[config.mk]
export PLATFORM = sky130hd
export DESIGN_NAME = ddr_bank_scheduler
export DESIGN_NICKNAME = d
export VERILOG_FILES = /design/src/rtl/ddr_bank_scheduler.sv
export SDC_FILE = /design/constraint.sdc
export NUM_CORES = 1
export LEC_CHECK = 0
export CAP_MARGIN = 10
export CELL_PAD_IN_SITES_DETAIL_PLACEMENT = 1
export CELL_PAD_IN_SITES_GLOBAL_PLACEMENT = 2
export CORE_UTILIZATION = 42
export DETAILED_ROUTE_END_ITERATION = 10
export PLACE_DENSITY = 0.85
export SLEW_MARGIN = 20
export SYNTH_ARGS = -nofsm -noshare
export SYNTH_HDL_FRONTEND = slang
export SYNTH_SLANG_ARGS = --single-unit
[constraint.sdc]
create_clock -name clk -period 8.2 [get_ports clk]
set_clock_uncertainty 0.05 [all_clocks]
set_input_delay 1.64 -clock clk [delete_from_list [all_inputs] [get_ports clk]]
set_output_delay 1.64 -clock clk [all_outputs]
set_load 0.1 [all_outputs]
[src/rtl/ddr_bank_scheduler.sv]
// Purpose: single-port DDR command scheduler with open-page bank tracking and periodic refresh.
// Latency: row hit -> column command 1 cycle after accept; closed bank -> ACT +1, RD/WR +1+T_RCD.
// Backpressure: req_ready is low from accept until the FSM is back in IDLE, and while refresh is pending.
module ddr_bank_scheduler #(
  parameter int BGWIDTH  = 2,
  parameter int BAWIDTH  = 2,
  parameter int ROWWIDTH = 16,
  parameter int COLWIDTH = 10,
  parameter int BL       = 8,
  parameter int T_RCD    = 17,
  parameter int T_RP     = 17,
  parameter int T_WR     = 14,
  parameter int T_RTP    = 7,
  parameter int T_RFC    = 34,
  parameter int T_REFI   = 10400,
  localparam int AW      = (ROWWIDTH > COLWIDTH) ? ROWWIDTH : COLWIDTH
) (
  input  logic                clk,
  input  logic                reset,
  input  logic                req_valid,
  output logic                req_ready,
  input  logic                req_write,
  input  logic [BGWIDTH-1:0]  req_bg,
  input  logic [BAWIDTH-1:0]  req_ba,
  input  logic [ROWWIDTH-1:0] req_row,
  input  logic [COLWIDTH-1:0] req_col,
  output logic [18:0]         commands,
  output logic [BGWIDTH-1:0]  bg,
  output logic [BAWIDTH-1:0]  ba,
  output logic [AW-1:0]       addr,
  output logic                ref_busy
);

  localparam int IW     = BGWIDTH + BAWIDTH;
  localparam int NB     = 1 << IW;
  localparam int TMAX_A = (T_RCD > T_RP) ? T_RCD : T_RP;
  localparam int TMAX_B = ((BL + T_WR) > T_RTP) ? (BL + T_WR) : T_RTP;
  localparam int TMAX   = (TMAX_A > TMAX_B) ? TMAX_A : TMAX_B;
  localparam int TW     = $clog2(TMAX + 1);
  localparam int CW     = $clog2(((T_RFC > T_RP) ? T_RFC : T_RP) + 1);
  localparam int RW     = $clog2(T_REFI);

  // One-hot positions on the command bus
  localparam int B_ACT = 18;
  localparam int B_PR  = 7;
  localparam int B_PRA = 6;
  localparam int B_RD  = 5;
  localparam int B_REF = 3;
  localparam int B_WR  = 1;

  typedef enum logic [2:0] {
    S_IDLE, S_PRE, S_ACT, S_COL, S_RPRA, S_RWAIT_RP, S_RREF, S_RWAIT_RFC
  } state_t;

  state_t                state_q, state_d;
  logic                  req_ready_q, req_ready_d;
  logic                  ref_busy_q, ref_busy_d;
  logic                  ref_pending_q, ref_pending_d;
  logic [RW-1:0]         ref_cnt_q, ref_cnt_d;
  logic [CW-1:0]         wait_cnt_q, wait_cnt_d;
  logic [18:0]           cmd_q, cmd_d;
  logic [BGWIDTH-1:0]    bg_q, bg_d;
  logic [BAWIDTH-1:0]    ba_q, ba_d;
  logic [AW-1:0]         addr_q, addr_d;

  // Latched request
  logic                  lat_write_q, lat_write_d;
  logic [BGWIDTH-1:0]    lat_bg_q, lat_bg_d;
  logic [BAWIDTH-1:0]    lat_ba_q, lat_ba_d;
  logic [ROWWIDTH-1:0]   lat_row_q, lat_row_d;
  logic [COLWIDTH-1:0]   lat_col_q, lat_col_d;

  // Per-bank state: t_ac gates ACT (after PR) and RD/WR (after ACT); t_pr gates PR/PRA
  logic                  open_q [NB];
  logic                  open_d [NB];
  logic [ROWWIDTH-1:0]   row_q  [NB];
  logic [ROWWIDTH-1:0]   row_d  [NB];
  logic [TW-1:0]         t_ac_q [NB];
  logic [TW-1:0]         t_ac_d [NB];
  logic [TW-1:0]         t_pr_q [NB];
  logic [TW-1:0]         t_pr_d [NB];

  logic [IW-1:0]         cur_idx, in_idx;
  logic                  accept, ref_pulse, any_open, pra_ok;
  logic [TW-1:0]         rec_t;

  assign commands  = cmd_q;
  assign bg        = bg_q;
  assign ba        = ba_q;
  assign addr      = addr_q;
  assign req_ready = req_ready_q;
  assign ref_busy  = ref_busy_q;

  // Next-state logic: timers, refresh bookkeeping, FSM transitions and command selection
  always_comb begin
    state_d       = state_q;
    req_ready_d   = 1'b0;
    ref_cnt_d     = ref_cnt_q + RW'(1);
    wait_cnt_d    = wait_cnt_q;
    cmd_d         = '0;
    bg_d          = '0;
    ba_d          = '0;
    addr_d        = '0;
    lat_write_d   = lat_write_q;
    lat_bg_d      = lat_bg_q;
    lat_ba_d      = lat_ba_q;
    lat_row_d     = lat_row_q;
    lat_col_d     = lat_col_q;
    open_d        = open_q;
    row_d         = row_q;
    rec_t         = '0;
    cur_idx       = {lat_bg_q, lat_ba_q};
    in_idx        = {req_bg, req_ba};
    accept        = (state_q == S_IDLE) && req_ready_q && req_valid;
    any_open      = 1'b0;
    pra_ok        = 1'b1;

    for (int i = 0; i < NB; i++) begin
      t_ac_d[i] = (t_ac_q[i] != '0) ? t_ac_q[i] - TW'(1) : '0;
      t_pr_d[i] = (t_pr_q[i] != '0) ? t_pr_q[i] - TW'(1) : '0;
      if (open_q[i]) begin
        any_open = 1'b1;
        if (t_pr_q[i] > TW'(1)) pra_ok = 1'b0;
      end
    end

    // A pulse arriving while refresh is already pending is simply lost
    ref_pulse = (ref_cnt_q == RW'(T_REFI - 1));
    if (ref_pulse) ref_cnt_d = '0;
    ref_pending_d = ref_pending_q | ref_pulse;

    case (state_q)
      S_IDLE: begin
        if (accept) begin
          lat_write_d = req_write;
          lat_bg_d    = req_bg;
          lat_ba_d    = req_ba;
          lat_row_d   = req_row;
          lat_col_d   = req_col;
          if (open_q[in_idx] && (row_q[in_idx] == req_row)) state_d = S_COL;
          else if (!open_q[in_idx])                         state_d = S_ACT;
          else                                              state_d = S_PRE;
        end else if (ref_pending_q) begin
          state_d = any_open ? S_RPRA : S_RREF;
        end else begin
          req_ready_d = !ref_pending_d;
        end
      end
      S_PRE: begin
        if (t_pr_q[cur_idx] <= TW'(1)) begin
          cmd_d[B_PR]     = 1'b1;
          bg_d            = lat_bg_q;
          ba_d            = lat_ba_q;
          open_d[cur_idx] = 1'b0;
          t_ac_d[cur_idx] = TW'(T_RP);
          state_d         = S_ACT;
        end
      end
      S_ACT: begin
        if (t_ac_q[cur_idx] <= TW'(1)) begin
          cmd_d[B_ACT]    = 1'b1;
          bg_d            = lat_bg_q;
          ba_d            = lat_ba_q;
          addr_d          = AW'(lat_row_q);
          open_d[cur_idx] = 1'b1;
          row_d[cur_idx]  = lat_row_q;
          t_ac_d[cur_idx] = TW'(T_RCD);
          state_d         = S_COL;
        end
      end
      S_COL: begin
        if (t_ac_q[cur_idx] <= TW'(1)) begin
          cmd_d[B_WR] = lat_write_q;
          cmd_d[B_RD] = !lat_write_q;
          bg_d        = lat_bg_q;
          ba_d        = lat_ba_q;
          addr_d      = AW'(lat_col_q);
          // Keep the longest outstanding PR restriction for this bank
          rec_t       = lat_write_q ? TW'(BL + T_WR) : TW'(T_RTP);
          if (rec_t > t_pr_d[cur_idx]) t_pr_d[cur_idx] = rec_t;
          state_d     = S_IDLE;
        end
      end
      S_RPRA: begin
        if (pra_ok) begin
          cmd_d[B_PRA] = 1'b1;
          for (int i = 0; i < NB; i++) begin
            open_d[i] = 1'b0;
            t_ac_d[i] = TW'(T_RP);
          end
          wait_cnt_d = CW'(T_RP - 1);
          state_d    = S_RWAIT_RP;
        end
      end
      S_RWAIT_RP: begin
        // Counter is primed so that REF lands exactly T_RP after PRA
        if (wait_cnt_q <= CW'(1)) state_d = S_RREF;
        else                      wait_cnt_d = wait_cnt_q - CW'(1);
      end
      S_RREF: begin
        cmd_d[B_REF] = 1'b1;
        wait_cnt_d   = CW'(T_RFC);
        state_d      = S_RWAIT_RFC;
      end
      S_RWAIT_RFC: begin
        if (wait_cnt_q <= CW'(1)) begin
          ref_pending_d = 1'b0;
          req_ready_d   = 1'b1;
          state_d       = S_IDLE;
        end else begin
          wait_cnt_d = wait_cnt_q - CW'(1);
        end
      end
      default: state_d = S_IDLE;
    endcase

    ref_busy_d = ref_pending_d;
  end

  // State and registered outputs; reset abandons any in-flight operation
  always_ff @(posedge clk) begin
    if (reset) begin
      state_q       <= S_IDLE;
      req_ready_q   <= 1'b0;
      ref_busy_q    <= 1'b0;
      ref_pending_q <= 1'b0;
      ref_cnt_q     <= '0;
      wait_cnt_q    <= '0;
      cmd_q         <= '0;
      bg_q          <= '0;
      ba_q          <= '0;
      addr_q        <= '0;
      lat_write_q   <= 1'b0;
      lat_bg_q      <= '0;
      lat_ba_q      <= '0;
      lat_row_q     <= '0;
      lat_col_q     <= '0;
      for (int i = 0; i < NB; i++) begin
        open_q[i] <= 1'b0;
        row_q[i]  <= '0;
        t_ac_q[i] <= '0;
        t_pr_q[i] <= '0;
      end
    end else begin
      state_q       <= state_d;
      req_ready_q   <= req_ready_d;
      ref_busy_q    <= ref_busy_d;
      ref_pending_q <= ref_pending_d;
      ref_cnt_q     <= ref_cnt_d;
      wait_cnt_q    <= wait_cnt_d;
      cmd_q         <= cmd_d;
      bg_q          <= bg_d;
      ba_q          <= ba_d;
      addr_q        <= addr_d;
      lat_write_q   <= lat_write_d;
      lat_bg_q      <= lat_bg_d;
      lat_ba_q      <= lat_ba_d;
      lat_row_q     <= lat_row_d;
      lat_col_q     <= lat_col_d;
      for (int i = 0; i < NB; i++) begin
        open_q[i] <= open_d[i];
        row_q[i]  <= row_d[i];
        t_ac_q[i] <= t_ac_d[i];
        t_pr_q[i] <= t_pr_d[i];
      end
    end
  end

endmodule

Yosys cells after proc, flatten, opt, wreduce, memory -nomap -nowiden

Memories as Yosys holds them, arrays and structs flattened. A register that Yosys moved wholly into a read port is not among the register bits.
Index checks and enable logic that the tools add are counted.

Reduce and logical (&&, ||, !) cells: 53
Bitwise operators: 46
Multiplexer cells: 182
$lt $le $gt $ge: 23
Equal/unequal tests: 17
$add $sub $neg: 34

Operator list:

| kind                                                                 | count |
|---|---|
| 80-bit two-way mux                                                   | 6 |
| 5-bit two-way mux                                                    | 68 |
| 256-bit bitwise mux                                                  | 1 |
| 80-bit one-hot mux with 3 select lines                               | 1 |
| 5-bit nonzero test                                                   | 32 |
| 5-bit by 1-bit subtractor with 5-bit output, second input constant   | 32 |
| 16-bit two-way mux                                                   | 7 |
| 80-bit bitwise mux                                                   | 1 |
| 5-bit by 1-bit > comparator with 1-bit output, second input constant | 16 |
| 16-bit binary-select mux with 4-bit select                           | 1 |
| 16-bit demux with 4-bit select                                       | 1 |
| 1-bit two-way mux                                                    | 63 |
| 48-bit bitwise AND                                                   | 1 |
| 48-bit inverter                                                      | 1 |
| 16-bit one-hot mux with 3 select lines                               | 1 |
| 1-bit bitwise OR                                                     | 33 |
| 32-bit bitwise OR                                                    | 1 |
| 16-bit one-hot mux with 2 select lines                               | 1 |
| 3-bit two-way mux                                                    | 8 |
| 3-bit one-hot mux with 8 select lines                                | 1 |
| 5-bit binary-select mux with 4-bit select                            | 1 |
| 5-bit demux with 4-bit select                                        | 1 |
| 6-bit one-hot mux with 3 select lines                                | 1 |
| 16-bit bitwise AND                                                   | 1 |
| 36 further kinds                                                     | 75 |

Memories: 2
Bits in writable memories: 160
Register bits: 367
Word-level logic and storage cells: 408

Memory list:

| name   | depth | width | rd ports | clocked after Yosys merged registers in | write ports | RTL line | source |
|---|---|---|---|---|---|---|---|
| t_ac_q | 16    | 5     | 17       | 1                                       | 16          | 78       | `logic [TW-1:0] t_ac_q [NB];` |
| t_pr_q | 16    | 5     | 17       | 1                                       | 16          | 80       | `logic [TW-1:0] t_pr_q [NB];` |

Logic depth before layout (Yosys ltp)

An unclocked memory read counts as a cell.

Word-level depth: 37
Depth in mapped cells: 18
Depth with buffers taken out: 16

Worst setup path before layout

OpenSTA, ideal clock, no wires.

Path kind: input-to-reg
Start point: in req_ba[1]
End point: reg state_q[1]
Arrival time: 3.927 ns
Stages on the path: 11
Path slack: 4.159 ns
Cells stage by stage: buf_2 -> buf_1 -> clkbuf_1 -> mux4_2 -> mux2i_1 -> xnor2_1 -> nor4_1 -> nand3_1 -> o21ai_0 -> a41oi_1 -> nor2_1

Word-level cells in the longest chain between the ends: 9
Elaborated cells on any way between the ends: 13
Those cells by class: eq/ne (1); mux (10); bitwise (1); reduce/logical (1)

Ends and longest elaborated chain:

| element                                                  | RTL line | source |
|---|---|---|
| start: declaration                                       | 24       | `input logic [BAWIDTH-1:0] req_ba,` |
| 4-bit inverter with 5-bit output (implied by the code) * | 140, 141 |  |
| 16-bit binary-select mux with 4-bit select               | 140      | `if (open_q[in_idx] && (row_q[in_idx] == req_row)) state_d = S_COL;` |
| 16-bit two-way mux (implied by the code) (2 in series)   | 140      |  |
| 16-bit equality test                                     | 140      |  |
| 1-bit logical AND                                        | 140      |  |
| 2-bit two-way mux *                                      | 140      |  |
| 3-bit two-way mux *                                      | 134      | `if (accept) begin` |
| 3-bit one-hot mux with 8 select lines *                  | 132      | `case (state_q)` |
| end signal: assignment                                   | 245      | `state_q <= state_d;` |
| end: declaration                                         | 55       | `state_t state_q, state_d;` |

Every way passes the cells marked *; elsewhere a longest branch is shown, timed or not. The select of a mux whose other input is x is not followed.
A chain may end at the register's enable or synchronous reset.

==> impl_metrics.py <==
metrics = {
    "critical_path": {
        "worstSetupEndpointType": "flop",
        "start_kind": "flop",
        "cp.required_ns": 8.66,
        "crit_chain": "inv_1 -> ha_1 -> a21boi_0 -> mux4_2 -> nor2_1 -> a21oi_1 -> a21oi_1 -> ha_1 -> o2111ai_1 -> a211o_1 -> o21bai_1 -> nand4_2 -> buf_4 -> or2_2 -> a31o_2",
        "path_delay_family": "compound AO/OA/AOI/OAI gates",
        "critPathBufInv": 2,
        "slowest_stage": "nand4_2",
        "crit_fanout": 24,
        "critPathKind": "reg -> reg",
        "arrival_ns": 5.14,
        "critical-path-max-stage-delay_ns": 0.52,
    },
    "final_layout": {
        "synthToLayoutAreaGrowth_pct": 12.0,
        "multi_input_comb_area_sq_um": 13300,
        "drive_above_1_share_pct": 8.68,
        "fill_cells": 6718,
        "diodes": 0,
        "layout.nets": 2872,
        "seq_area_sq_um": 10400,
        "final_util_pct": 47.7,
    },
    "yosys": {
        "yosys-mux-area-fraction_pct": 14.5,
        "synth-async-reset-ratio_pct": 0,
        "synth_top_family_by_area": "simple AND/OR/NAND/NOR gates",
        "synth-adder-area-share_pct": 3.04,
        "synth_area_per_cell_sq_um": 8.77,
        "synthSimpleGateAreaFrac_pct": 20.7,
        "ys_ff_latch": 518,
        "synth.cell_area_sq_um": 24700,
        "yosysSeqAreaShare_pct": 42.0,
        "synth_top_area_share_pct": 42.0,
        "yosys_warnings": 0,
        "synth_edf_count": 0,
        "post-synth-top-count-cell": "dfxtp_1",
        "synthTopCellsByArea": "dfxtp_1 (42%), mux2i_1 (7.4%), mux4_2 (6.8%)",
        "yosysTopAreaCell": "dfxtp_1",
        "synth_xor_xnor_area_share_pct": 2.87,
        "ys_top_cells_by_count": "dfxtp_1 (518), nor2_1 (364), nand2_1 (290)",
        "synth.distinct_cells": 69,
        "syn_inst": 2816,
        "synth_compound_area_share_pct": 12.1,
        "synth_flop_cell": "dfxtp_1",
    },
    "sta": {
        "period_share_pct": 57.0,
        "slew_viol_final": 0,
        "hold_viol_final": 0,
        "worstMarginPinSlew_ns": 1.10,
        "period_minus_slack_ns": 4.68,
        "max_slew_margin_pct": 26.3,
        "fmax_mhz": 214,
        "setup_viol": 0,
        "rsz0062_at_grt": "false",
        "fin_hold_ws_ns": 0.403,
        "finalSetupTns_ns": 0,
    },
    "floorplanning": {
        "start_util_pct": 42.6,
        "die_h_um": 244,
        "die_x_um": 244,
        "pin_count": 75,
        "core-area_sq_um": 57900,
        "rows": 88,
        "dieArea_sq_um": 59800,
    },
    "clocking": {
        "clk_pin_slew_worst_paths_ns": 0.06,
        "cts-resized-gates": 0,
        "clockBufferDepth": 3,
        "worstSkewPairLatency_ns": 0.63,
        "numCtsBuffers": 57,
        "htree_levels": 2,
        "cts_tree": "built",
        "numClockSinks": 518,
        "clock-root-buffer": "clkbuf_16",
        "post-cts-setup-buffers": 0,
        "ctsHoldBuffers": 0,
    },
    "status": {
        "status": "complete, no violations",
    },
    "routing": {
        "drt-total-wl_um": 82800,
        "dr.pass1.iters": 7,
        "drtIter0Drc": 1567,
        "drc_errors": 0,
        "wl_per_cell_um": 23.1,
        "antenna_left": 0,
        "vias_per_cell": 5.85,
        "vias": 20987,
    },
    "grt": {
        "antenna_found_initial": 0,
        "grt_max_degree": 191,
        "grt_pass1_wl_um": 129000,
        "overflow": 0,
        "grt_usage_pct": 27.6,
        "grt_pass1_vias": 21853,
    },
    "worst_hold_path": {
        "hold_class": "reg -> reg",
    },
    "placed_design": {
        "routabilityCongestion": 0.934,
        "hpwl_um": 54700,
        "place.port_buffers": 61,
    },
    "run": {
        "max_cap_viol_count": 0,
    },
    "power": {
        "ir_drop_uv": 238,
        "p_leak_nw": 10.6,
        "p_per_area_nw_per_um2": 321,
    },
}
==> power by group <==
group,leakage [nW],switching [mW],internal (mW)
clock network,0.929,1.08,1.54
registers,4.20,0.418,2.85
logic,5.46,1.86,1.12
total,10.6,3.36,5.52
==> kinds of logic after synthesis <==
logic type | after synthesis
flip-flops | 518
buffers and inverters | 283
adder cells (fa/ha/maj) | 60
AO/OA/AOI/OAI | 495
multiplexers | 263
XOR/XNOR | 81
AND/OR/NAND/NOR | 1115
other | 1
==> flip-flops by register name, indices dropped and copies added (netlist names), named ones only <==
| name | cells |
|---|---|
| ref_pending_q | 1 |
| open_q | 16 |
| addr | 16 |
| t_ac_q | 80 |
| lat_ba_q | 2 |
| lat_bg_q | 2 |
| req_ready | 1 |
| commands | 6 |
| t_pr_q | 80 |
| lat_write_q | 1 |
| ba | 2 |
| bg | 2 |
| state_q | 3 |
| lat_col_q | 10 |
| ref_cnt_q | 14 |
| row_q | 256 |
| lat_row_q | 16 |
| wait_cnt_q | 6 |
==> cells in the final DEF, fill, tap and decap left out, types with 21 or more instances in the layout <==
master           instances
mux2i_1                183
dfxtp_1                518
o21ai_0                 69
nor2b_1                 32
inv_1                   79
buf_4                   34
and3_1                  21
xnor2_1                 51
clkbuf_16               58
nor3_1                  91
a21oi_1                249
nor4_1                  26
ha_1                    60
nand3_1                160
xor2_1                  30
nand2_1                290
nor2_1                 359
mux4_2                  75
clkdlybuf4s50_1         57
nand2b_1                33
==> tightest hold or removal path, stage by stage (launching register included) <==
cell	delay, ns
dfxtp_1	0.30
nand2_1	0.05
a21oi_1	0.05
==> per-stage QoR <==
step                std cells  setup slack, ns  power [mW]  area (sq um)
finish                   3587             3.52        8.88         27700
detailed placement       3484             3.36        6.27         25800
global route             3587             3.29        9.39         27700
floorplan                2828             4.16        5.36         24700
CTS                      3587             3.59        8.93         27700
global placement         3484             3.37        6.10         25800
==> per-layer routing <==
layer,GRT usage [%],up-vias,wire length (um)
li1,-,9733,-
met4,9.14,0,2530
met1,34.9,10618,35600
met2,48.9,491,41300
met3,3.01,145,3410
met5,0,-,0
==> area by class of cell <==
type / count / share of cell area (%)
clock buffers: 89 / 6.14
clock inverters: 14 / 0.729
inverters: 80 / 1.09
multi-input cells: 2027 / 47.9
flip-flops and latches: 518 / 37.5
well taps: 765 / 3.46
repair buffers: 94 / 3.13
==> path summary, 6_finish.rpt <==
kind	from	endpoint	slack (ns)	cells past startpoint
min reg2reg	row_q[11]$_SDFFE_PP0P_	row_q[11]$_SDFFE_PP0P_	0.40	2
max reg2reg	t_pr_q[4][1]$_SDFF_PP0_	t_pr_q[11][0]$_SDFF_PP0_	3.52	15
max	t_pr_q[4][1]$_SDFF_PP0_	t_pr_q[11][0]$_SDFF_PP0_	3.52	15
min	row_q[11]$_SDFFE_PP0P_	row_q[11]$_SDFFE_PP0P_	0.40	2
(Power assumes the default switching activity.)
